<file path="src/rtl/seq_tx.sv">
// rtl/seq_tx.sv - serial bit-sequence transmitter, LSB first, with repeat count, inter-word gap and hold stall
module seq_tx #(
  parameter int WIDTH = 12,
  parameter int CNT_W = 4,
  parameter int IDX_W = 4,
  parameter int GAP   = 1
) (
  input  logic             clk,
  input  logic             rst,
  input  logic             start,
  input  logic [WIDTH-1:0] seq_in,
  input  logic [CNT_W-1:0] reps,
  input  logic             hold,
  output logic             ready,
  output logic             sout,
  output logic             sout_vld,
  output logic [IDX_W-1:0] bit_idx,
  output logic             done,
  output logic [1:0]       state
);

  typedef enum logic [1:0] {
    S_IDLE = 2'b00,
    S_SEND = 2'b01,
    S_GAP  = 2'b10,
    S_DONE = 2'b11
  } state_e;

  localparam int GAP_W = (GAP > 1) ? $clog2(GAP) : 1;
  localparam logic [GAP_W-1:0] GAP_LOAD = GAP_W'((GAP > 0) ? GAP - 1 : 0);
  localparam logic [IDX_W-1:0] LAST_IDX = IDX_W'(WIDTH - 1);

  state_e             state_q, state_d;
  logic [WIDTH-1:0]   word_q, word_d;
  logic [CNT_W-1:0]   rep_q, rep_d;
  logic [GAP_W-1:0]   gap_q, gap_d;
  logic [IDX_W-1:0]   idx_q, idx_d;
  logic               sout_q, sout_d;
  logic               vld_q, vld_d;
  logic               done_q, done_d;

  // The word rotates once per transferred bit, so word_q[1] is always the next
  // bit and a full word of rotations restores the pattern for the next repeat.
  always_comb begin
    state_d = state_q;
    word_d  = word_q;
    rep_d   = rep_q;
    gap_d   = gap_q;
    idx_d   = idx_q;
    sout_d  = sout_q;
    vld_d   = vld_q;
    done_d  = 1'b0;
    case (state_q)
      S_IDLE: begin
        sout_d = 1'b0;
        vld_d  = 1'b0;
        if (start) begin
          word_d  = seq_in;
          rep_d   = (reps == '0) ? CNT_W'(1) : reps;
          sout_d  = seq_in[0];
          vld_d   = 1'b1;
          idx_d   = '0;
          state_d = S_SEND;
        end
      end
      S_SEND: begin
        if (!hold) begin
          word_d = {word_q[0], word_q[WIDTH-1:1]};
          if (idx_q != LAST_IDX) begin
            idx_d  = idx_q + IDX_W'(1);
            sout_d = word_q[1];
          end else if (rep_q == CNT_W'(1)) begin
            state_d = S_DONE;
            vld_d   = 1'b0;
            sout_d  = 1'b0;
            done_d  = 1'b1;
          end else begin
            rep_d = rep_q - CNT_W'(1);
            if (GAP > 0) begin
              state_d = S_GAP;
              vld_d   = 1'b0;
              sout_d  = 1'b0;
              gap_d   = GAP_LOAD;
            end else begin
              idx_d  = '0;
              sout_d = word_q[1];
            end
          end
        end
      end
      S_GAP: begin
        if (gap_q == '0) begin
          sout_d  = word_q[0];
          vld_d   = 1'b1;
          idx_d   = '0;
          state_d = S_SEND;
        end else begin
          gap_d = gap_q - GAP_W'(1);
        end
      end
      default: begin
        state_d = S_IDLE;
      end
    endcase
  end

  always_ff @(posedge clk) begin
    if (!rst) begin
      state_q <= S_IDLE;
      word_q  <= '0;
      rep_q   <= '0;
      gap_q   <= '0;
      idx_q   <= '0;
      sout_q  <= 1'b0;
      vld_q   <= 1'b0;
      done_q  <= 1'b0;
    end else begin
      state_q <= state_d;
      word_q  <= word_d;
      rep_q   <= rep_d;
      gap_q   <= gap_d;
      idx_q   <= idx_d;
      sout_q  <= sout_d;
      vld_q   <= vld_d;
      done_q  <= done_d;
    end
  end

  assign ready    = (state_q == S_IDLE);
  assign sout     = sout_q;
  assign sout_vld = vld_q;
  assign bit_idx  = idx_q;
  assign done     = done_q;
  assign state    = state_q;

endmodule

</file>
<file path="config.mk">
export PLATFORM = sky130hd
export DESIGN_NAME = seq_tx
export DESIGN_NICKNAME = d
export VERILOG_FILES = /design/src/rtl/seq_tx.sv
export SDC_FILE = /design/constraint.sdc
export NUM_CORES = 1
export LEC_CHECK = 0
export ABC_AREA = 1
export CORE_UTILIZATION = 54
export CTS_CLUSTER_SIZE = 16
export DETAILED_ROUTE_END_ITERATION = 10
export PLACE_DENSITY = 0.84
export SLEW_MARGIN = 0
export SYNTH_ARGS = -nofsm -noshare
export SYNTH_HDL_FRONTEND = slang
export SYNTH_SLANG_ARGS = --single-unit
</file>
<file path="constraint.sdc">
create_clock -name clk -period 2.5 [get_ports clk]
set_input_delay 0.25 -clock clk [delete_from_list [all_inputs] [get_ports clk]]
set_output_delay 0.25 -clock clk [all_outputs]
set_load 0.05 [all_outputs]
</file>
Yosys cells after proc, flatten, opt, wreduce, memory -nomap -nowiden. Cells that the tools add are included. W data, S select, Z words.

$add $sub $neg: 3. Eq/ne operators: 10. Mux-type cells: 36. Bitwise gates (word level): 2. Reduce and logical (&&, ||, !) cells: 13.

Operators by type and width (count): $mux W4 (9); $mux W12 (2); $pmux W12 S2 (1); $mux W1 (14); $ne A2 B2 Y1 const B (6); $pmux W4 S3 (1); $reduce_and A4 Y1 (3); $reduce_and A5 Y1 (2); $mux W2 (4); $pmux W4 S2 (1); $pmux W1 S3 (2); $pmux W2 S3 (1); $reduce_and A3 Y1 (2); $add A4 B1 Y4 const B (1); $eq A4 B1 Y1 const B (1); $logic_not A4 Y1 (1); $ne A4 B4 Y1 const B (1); $reduce_bool A2 Y1 (2); $reduce_or A4 Y1 (1); $sub A4 B1 Y4 const B (1); $reduce_bool A3 Y1 (1); $eq A2 B1 Y1 const B (1); $eq A2 B2 Y1 const B (1); $logic_not A2 Y1 (1); other kinds (3) (4).

Bits in registers: 26. Input port bits: 20. Logic and storage cells: 72.

Depth between registers and ports, before layout.
Depth after elaboration: 5. Depth in mapped cells: 10.

Worst setup path after synthesis. Ideal clock, no wire load.

Path type: register to register. Start point: register state_q[0] (netlist: state[0]). End point: register rep_q[0]. Setup time: 0.113 ns. Arrival time: 1.931 ns. Required time: 2.387 ns. Setup slack: 0.456 ns. Stages on the path, launching flop included: 11. Period minus slack after synthesis: 2.044 ns. Cells stage by stage: dfxtp_1 inv_1 ha_1 nand2_1 nand2_1 inv_1 nand2_1 nor2_2 nand2_1 nand2_1 nor2_1.

Word-level cells in the longest chain between the ends: 3. Elaborated cells between the ends (all ways): 9. Classes of those cells: 5 x eq/ne; 1 x mux; 3 x reduce/logical.

RTL lines: start, declared (RTL line 33) `state_e state_q, state_d;`; start signal, assigned (RTL line 118) `state_q <= state_d;`; $logic_not A2 Y1 (*); named net ready (RTL line 14) `output logic ready,`; $ne A2 B2 Y1 (no line) / $reduce_bool A2 Y1 (equally long branches); $reduce_and A5 Y1 (no line); end signal, assigned (RTL line 120) `rep_q <= rep_d;`; end, declared (RTL line 35) `logic [CNT_W-1:0] rep_q, rep_d;`.

The timed path passes the listed nets; every way through them passes the cells marked *. A chain may end at the register's enable or synchronous reset.

Worst setup path in the final report.
Start point: register state_q[1] (netlist: state[1]). End point: output port ready.

Word-level cells in the longest chain between the ends: 1.

RTL lines: $logic_not A2 Y1 (RTL line 129) `assign ready = (state_q == S_IDLE);`; end, declared (RTL line 14).

No other way between the ends.

==> results.yml <==
final_layout:
  final-instance-count-excl-fill: 272
  layout-drive-gt1-share_pct: 6.612
  fill_cells: 224
  antennaDiodeCount: 0
  area_delta_synth_final_pct: 22.01
  nets: 271
  final_core_util_pct: 69.92
timing:
  fmax_mhz: 481.1
  period_share_pct: 83.14
  grt_setup_unrepaired: "false"
  tightest_slew_ns: 0.5475
  finalSetupTns_ns: 0
  period_minus_slack_ns: 2.079
  fin_worst_skew_ns: 0.003666
  slew_viol_final: 0
  setup_violations: 0
  max_slew_margin_pct: 63.39
  final-hold-violation-count: 0
critical_path:
  r2r-end: "word_q[8]"
  critPathMaxStageDelay_ns: 0.81
  critPathMaxFanout: 5
  setup.worst_path.start_class: "flip-flop"
  crit_path_end_kind: "primary output"
  reg2reg_slack_ns: 0.62
  critPathKind: "reg2out"
  cp_data_required_time_ns: 2.25
  critPathSlowestCell: "clkdlybuf4s50_1"
  rr_startpoint: "state[1]"
  reg2reg_depth: 7
  cp_cell_sequence: "inv_1 -> ha_1 -> clkdlybuf4s50_1"
  arrival_ns: 1.83
global_route:
  antenna_found_initial: 0
  grt_use_total_pct: 22.06
  grt_pass1_vias: 1154
  grt_pass1_wl_um: 4602
  overflow: 0
  grt_max_degree: 31
cts:
  cts_tree: "built"
  hold_buffers: 0
  cts_sinks: 25
  cts.path.max_buffers: 2
  htreeDepth: 1
  cts_made_buffers: 3
  post_cts_buffers: 0
  insertion_delay_ns: 0.33
  clkTransAtPathRegs_ns: 0.15
  cts-root-buf: "clkbuf_4"
  postCtsResizedCells: 0
route:
  drt-pass1-iter-count: 6
  post_drt_wl_per_cell_um: 10.09
  wl_um: 2744
  vias_per_cell: 4.989
  ant_nets: 0
  drc: 0
  initialDrtViolationCount: 16
  vias: 1357
power_and_ir_drop:
  p_per_area_mw_per_mm2: 1126
  power_leakage_nw: 0.7658
  ir_drop_mv: 0.6707
synth:
  seq_area_frac_synth_pct: 34.93
  avgSynthCellArea_um2: 6.663
  syn-cell-area_mm2: 0.001433
  postSynthCellCount: 215
  synth.yosys.warnings: 0
  yosys_register_bits: 25
  syn_nets: 243
  ys_types: 20
run:
  cap_violations: 0
place:
  hpwl_um: 2006
  portBuffers: 29
  place_inst: 268
  gp_congestion: 0.8758
min_path:
  worstHoldPathCells: 2
  holdCritPathClass: "reg2reg"
  hp-start: "word_q[11]"
  hold_end: "word_q[11]"
die:
  row_count: 18
  coreArea_mm2: 0.002500
  die_w_um: 53.51
  die_area_mm2: 0.002863
  initial_core_util_pct: 57.31
  io_pins: 30
  fp.dieH_um: 53.51
status:
  outcome: "completed"
==> final cells by class <==
cell class | instances | area (um^2) | area share (%)
Clock buffer | 3 | 22.52 | 1.288
Sequential cell | 25 | 500.5 | 28.63
Tap cell | 30 | 37.54 | 2.147
Multi-Input combinational cell | 149 | 750.7 | 42.95
Timing Repair Buffer | 31 | 305.3 | 17.47
Inverter | 33 | 123.9 | 7.087
Clock inverter | 1 | 7.507 | 0.4295
==> cell usage in the layout, fill, tap and decap left out, types with 2 or more instances in the layout <==
cell type / instances
nand2_1: 49
inv_1: 31
o21ai_0: 31
clkdlybuf4s50_1: 29
dfxtp_1: 25
nor2_1: 20
a21oi_1: 20
ha_1: 8
nand3_1: 7
nand3_2: 4
clkbuf_4: 3
a31oi_1: 2
nand4_1: 2
inv_2: 2
nand2_2: 2
buf_4: 2
==> power by group <==
group          switching (W)  total, W  internal (W)  leakage (nW)
clock network       0.000132  0.000193     0.0000613        0.0139
registers          0.0000777  0.000627      0.000550         0.206
logic               0.000761   0.00115      0.000387         0.546
==> synth_stat cells <==
library cell | instances | area share, %
a21oi_1 | 20 | 7.0
nand2_2 | 2 | 0.87
ha_1 | 8 | 7.0
nand4_1 | 2 | 0.87
inv_2 | 2 | 0.52
nor4_1 | 1 | 0.44
buf_2 | 4 | 1.4
or2_2 | 1 | 0.44
nor2_2 | 1 | 0.44
nand3_2 | 4 | 2.8
clkbuf_1 | 1 | 0.26
o21ai_0 | 31 | 11
nand2_1 | 49 | 13
buf_6 | 3 | 2.4
a31oi_1 | 2 | 0.87
o21ai_1 | 1 | 0.35
inv_1 | 31 | 8.1
dfxtp_1 | 25 | 35
nand3_1 | 7 | 2.4
nor2_1 | 20 | 5.2
==> through the flow <==
stage / total power, W / area [um^2] / hold slack, ns / setup WS (ns)
detailed placement: 0.001787 / 1718 / 0.4399 / 0.6515
floorplan: 0.001577 / 1433 / 0.3268 / 0.4559
global placement: 0.001764 / 1718 / 0.4367 / 0.7163
CTS: 0.001985 / 1748 / 0.4620 / 0.4015
finish: 0.001968 / 1748 / 0.4555 / 0.4215
global route: 0.002165 / 1748 / 0.4808 / 0.3112
==> kinds of logic after synthesis <==
kind of cell | Yosys count | share of synthesized area [%]
adders and majority gates | 8 | 6.987
buffers and inverters | 41 | 12.66
AOI/OAI and AO/OA | 54 | 19.04
and+or+nand+nor | 87 | 26.38
DFF | 25 | 34.93
==> how the worst max path moves through the flow <==
stage	cells after the start	endpoint	from	slack (ns)
2_1_floorplan	10	rep_q[0]	state[0]	0.46
3_3_place_gp	7	word_q[8]	state[1]	0.72
3_5_place_dp	7	word_q[6]	state[1]	0.65
4_1_cts	3	ready	state[1]	0.40
5_1_grt	3	ready	state[1]	0.31
6_report	3	ready	state[1]	0.42
==> sequential cells by signal, indices dropped and copies added (netlist names) <==
register / flops
state: 2
done: 1
rep_q: 4
sout: 1
word_q: 12
bit_idx: 4
sout_vld: 1
==> worst max-delay path: cells and delay by family (launching register included) <==
kind | cells | cell delay, ns
flip-flops | 1 | 0.38
buffers and inverters | 2 | 0.92
adder cells (fa/ha/maj) | 1 | 0.20
==> layer usage <==
layer	wire, um	vias up	GRT usage (%)
met5	0	-	0
met4	59	0	9.211
met3	85	6	6.897
met2	1219	28	36.25
met1	1380	586	26.29
li1	-	737	-
Note: power is estimated with default switching activity, not from simulation.
